$ cat config.mk
export PLATFORM = sky130hd
export DESIGN_NAME = pipe_stage_skid
export DESIGN_NICKNAME = d
export VERILOG_FILES = /design/src/rtl/pipe_stage_skid.sv
export SDC_FILE = /design/constraint.sdc
export NUM_CORES = 1
export LEC_CHECK = 0
export CAP_MARGIN = 5
export CORE_ASPECT_RATIO = 1.2
export CORE_MARGIN = 3
export CORE_UTILIZATION = 52
export CTS_CLUSTER_DIAMETER = 60
export DETAILED_ROUTE_END_ITERATION = 12
export GPL_TIMING_DRIVEN = 0
export PLACE_DENSITY = 0.91
export SLEW_MARGIN = 25
export SYNTH_ARGS = -nofsm -noshare
export SYNTH_HDL_FRONTEND = slang
export SYNTH_SLANG_ARGS = --single-unit
export TNS_END_PERCENT = 1
$ cat constraint.sdc
create_clock -name clk -period 4.7 [get_ports clk]
set_input_delay 0.705 -clock clk [delete_from_list [all_inputs] [get_ports clk]]
set_output_delay 0.705 -clock clk [all_outputs]
set_load 0.01 [all_outputs]
$ cat src/rtl/pipe_stage_skid.sv
// Handshaked pipeline register carrying a DATA_W payload between two stages.
// SKID_EN=1 adds a second entry so up_ready comes straight from a flop.
module pipe_stage_skid #(
  parameter int unsigned       DATA_W    = 32,
  parameter logic [DATA_W-1:0] RESET_VAL = '0,
  parameter bit                SKID_EN   = 1'b1
) (
  input  logic              clk,
  input  logic              rst,
  input  logic              flush,
  input  logic              up_valid,
  output logic              up_ready,
  input  logic [DATA_W-1:0] up_data,
  output logic              dn_valid,
  input  logic              dn_ready,
  output logic [DATA_W-1:0] dn_data,
  output logic [1:0]        occupancy
);

  typedef enum logic [1:0] {
    S_EMPTY = 2'd0,
    S_ONE   = 2'd1,
    S_TWO   = 2'd2
  } state_e;

  state_e            state_q, state_d;
  logic [DATA_W-1:0] main_q, main_d;
  logic [DATA_W-1:0] skid_q, skid_d;
  logic              ready_q, ready_d;
  logic              up_fire, dn_fire;

  assign dn_valid  = (state_q != S_EMPTY);
  assign dn_data   = main_q;
  assign occupancy = state_q;
  assign up_fire   = up_valid & up_ready;
  assign dn_fire   = dn_valid & dn_ready;

  always_comb begin
    if (SKID_EN) up_ready = ready_q;
    else         up_ready = !dn_valid | dn_ready;
  end

  always_comb begin
    state_d = state_q;
    main_d  = main_q;
    skid_d  = skid_q;
    if (flush) begin
      state_d = S_EMPTY;
      main_d  = RESET_VAL;
      skid_d  = RESET_VAL;
    end else begin
      unique case (state_q)
        S_EMPTY: begin
          if (up_fire) begin
            state_d = S_ONE;
            main_d  = up_data;
          end
        end
        S_ONE: begin
          if (up_fire && dn_fire) begin
            main_d = up_data;
          end else if (up_fire) begin
            // Without the skid, up_fire in ONE implies dn_fire, so this is skid-only.
            state_d = S_TWO;
            skid_d  = up_data;
          end else if (dn_fire) begin
            state_d = S_EMPTY;
          end
        end
        S_TWO: begin
          if (dn_fire) begin
            state_d = S_ONE;
            main_d  = skid_q;
          end
        end
        default: state_d = S_EMPTY;
      endcase
    end
    ready_d = (state_d != S_TWO);
  end

  always_ff @(posedge clk or negedge rst) begin
    if (!rst) begin
      state_q <= S_EMPTY;
      main_q  <= RESET_VAL;
      skid_q  <= RESET_VAL;
      ready_q <= 1'b1;
    end else begin
      state_q <= state_d;
      main_q  <= main_d;
      skid_q  <= skid_d;
      ready_q <= ready_d;
    end
  end

endmodule

==> results.toml <==
[floorplanning]
ioPinCount = 73
row_count = 28
die_y_um = 87.1
die_area_um2 = 6410
die_w_um = 73.6
core_area_um2 = 5110
start_util_pct = 55.7

[clocking]
cts_sinks = 67
cts_tree = "built"
cts_setup_buffers = 0
postCtsHoldBufs = 0
clkTransAtPathRegs_ps = 70
clock_latency_ps = 350
h-tree-depth = 3
cts_buffers = 9
cts_buffer_depth = 2
postCtsResizedCells = 0
root_buffer = "clkbuf_8"

[placed_design]
place_hpwl_mm = 4.71
placed_area_um2 = 3650
post-place-ws_ps = 2040
place_congestion = 0.774
numPortBuffers = 71
placed_cells = 363

[routing]
drc_errors = 0
wl_per_cell_um = 18.7
drt_iter0_markers = 140
dr.pass1.iters = 4
drt-total-wl_mm = 7.09
via_per_inst = 5.92
final_antenna_net_count = 0
vias = 2242

[power_and_ir_drop]
p_sw_w = 0.000346
seq_power_share_pct = 45.8
combPwrFrac_pct = 14.9
p_sw_share_pct = 25.2
p_int_w = 0.00103
power.density_nw_per_um2 = 354
p_leak_nw = 1.65
pwr-share-clk_pct = 39.3
vdd_drop_max_uv = 221

[job]
cap_violations = 0

[setup_path]
rr_worst_depth = 6
cp-end-kind = "register"
cp_slowest_cell = "clkdlybuf4s50_1"
r2r_slack_ps = 2760
path_max_fanout = 10
critPathArrivalTime_ps = 2650
r2r-start = "occupancy[1]"
crit_chain = "clkdlybuf4s50_1 > nand2b_1 > nor3_1 > nor2_1 > clkbuf_1 > a22o_1"
r2r_end = "dn_data[9]"
max_stage_delay_ps = 580
startpoint_type = "input port"
critical_path_class = "input port to register"
crit_required_ps = 4980

[global_route]
grt_usage_pct = 24.2
grt_remaining_overflow = 0
grt_max_degree = 35
antenna_found_initial = 0
grt_pass1_vias = 2389
grt_first_pass_wirelength_mm = 11.8

[sta]
slew_headroom_pct = 63.3
finalCritPeriodShare_pct = 50.5
drv_slew = 0
fin_crit_ps = 2370
tightest_slew_ps = 551
clock.fmax_mhz = 421
hold_viol = 0
finalSetupViolations = 0
rsz0062_at_grt = "false"
finalClockSkew_ps = 7.66
worst_slack_ps = 2330
fin_tns_setup_ps = 0

[logic_synthesis]
yosys_warnings = 0
synth_ff_type = "dfrtp_1"
synth_edf_count = 0
synth_area_um2 = 2850
syn_nets = 268
netlist_instances = 231
seq_area_frac_synth_pct = 58.9
async_flop_share_pct = 100
synth.ff_latch_count = 67
synth_cell_types = 20
syn_avg_cell_area_um2 = 12.3

[hold_path]
hp-class = "input port to asynchronous set/reset pin"

[finish]
final_nets = 351
fin_cells = 379
syn_to_final_growth_pct = 36.1
design_area_um2 = 3880
n_antenna_cell = 0
drive_gt1_share_pct = 10.0
utilization_pct = 75.8

[run_status]
status = "completed"
[through the flow]
stage | total power, W | hold slack (ps)
CTS | 0.00138 | 311
floorplan | 0.000719 | 409
global placement | 0.000836 | 461
finish | 0.00137 | 299
detailed placement | 0.000844 | 469
global route | 0.00143 | 321
[critical path, delay by kind of cell]
family          cells  cell delay [ps]
buf+inv             2             1060
compound gates      1              240
simple gates        3              660
[worst max-delay path by stage]
stage	to	slack (ps)	start
finish	skid_q[21]	2330	dn_ready
CTS	skid_q[21]	2350	dn_ready
global route	skid_q[21]	2170	dn_ready
detailed placement	skid_q[21]	2040	dn_ready
global placement	skid_q[4]	800	rst
floorplan	skid_q[10]	2840	flush
[placed cells by master (no fill, tap or decap), drive strengths merged]
| cell type | Yosys | final |
|---|---|---|
| a221oi | 1 | 1 |
| a2bb2oi | 1 | 1 |
| a211o | 1 | 1 |
| clkinv | 0 | 2 |
| xnor2 | 1 | 1 |
| nor2 | 2 | 2 |
| clkbuf | 10 | 20 |
| nand2 | 34 | 34 |
| dfrtp | 66 | 66 |
| inv | 1 | 1 |
| buf | 10 | 12 |
| and3b | 1 | 1 |
| or2 | 1 | 1 |
| nor2b | 1 | 1 |
| nor3 | 1 | 1 |
| bufinv | 0 | 2 |
| a22o | 32 | 32 |
| dfstp | 1 | 1 |
| clkdlybuf4s50 | 0 | 70 |
| nor4 | 1 | 1 |
| clkinvlp | 0 | 2 |
| o31ai | 32 | 32 |
| mux2i | 32 | 32 |
| nand2b | 2 | 2 |
[layer usage]
metal,share of wire [%],track usage (%)
met2,50,38.2
met1,42,31.9
met3,6.1,7.04
met4,1.5,7.74
met5,0,0
[cells by family after synthesis]
logic type                Yosys count  synth area share [%]
AOI/OAI and AO/OA                  67                  19.8
DFF                                67                  58.9
and+or+nand+nor                    43                  6.54
xor gates and xnor gates            1                 0.307
buffers and inverters              21                  3.21
muxes                              32                  11.2
[sequential cells by signal, indices dropped and copies added, names as in the netlist]
signal	cells
dn_data	32
occupancy	2
skid_q	32
up_ready	1
[power groups by stage]
| stage | logic (W) | registers, W | clock network, W |
|---|---|---|---|
| floorplan | 0.0000696 | 0.000650 | 0 |
| global placement | 0.000198 | 0.000639 | 0 |
| detailed placement | 0.000204 | 0.000640 | 0 |
| CTS | 0.000207 | 0.000629 | 0.000543 |
| global route | 0.000222 | 0.000633 | 0.000572 |
| finish | 0.000204 | 0.000630 | 0.000541 |
[cell usage after synthesis (2+ instances only)]
cell / n / share of area (%)
nor2_1: 2 / 0.26
dfrtp_1: 66 / 58
mux2i_1: 32 / 11
clkbuf_1: 10 / 1.3
o31ai_1: 32 / 8.4
buf_2: 10 / 1.8
a22o_1: 32 / 9.8
nand2b_1: 2 / 0.44
nand2_1: 34 / 4.5
[cell type report]
| cell class | count | area [µm²] |
|---|---|---|
| Buffer | 20 | 87.6 |
| Clock buffer | 10 | 138 |
| Clock inverter | 6 | 88.8 |
| Fill cell | 361 | 1240 |
| Inverter | 1 | 3.75 |
| Multi-Input combinational cell | 143 | 1080 |
| Sequential cell | 67 | 1680 |
| Tap cell | 60 | 75.1 |
| Timing Repair Buffer | 72 | 728 |
Power figures use the tool's default switching activity.
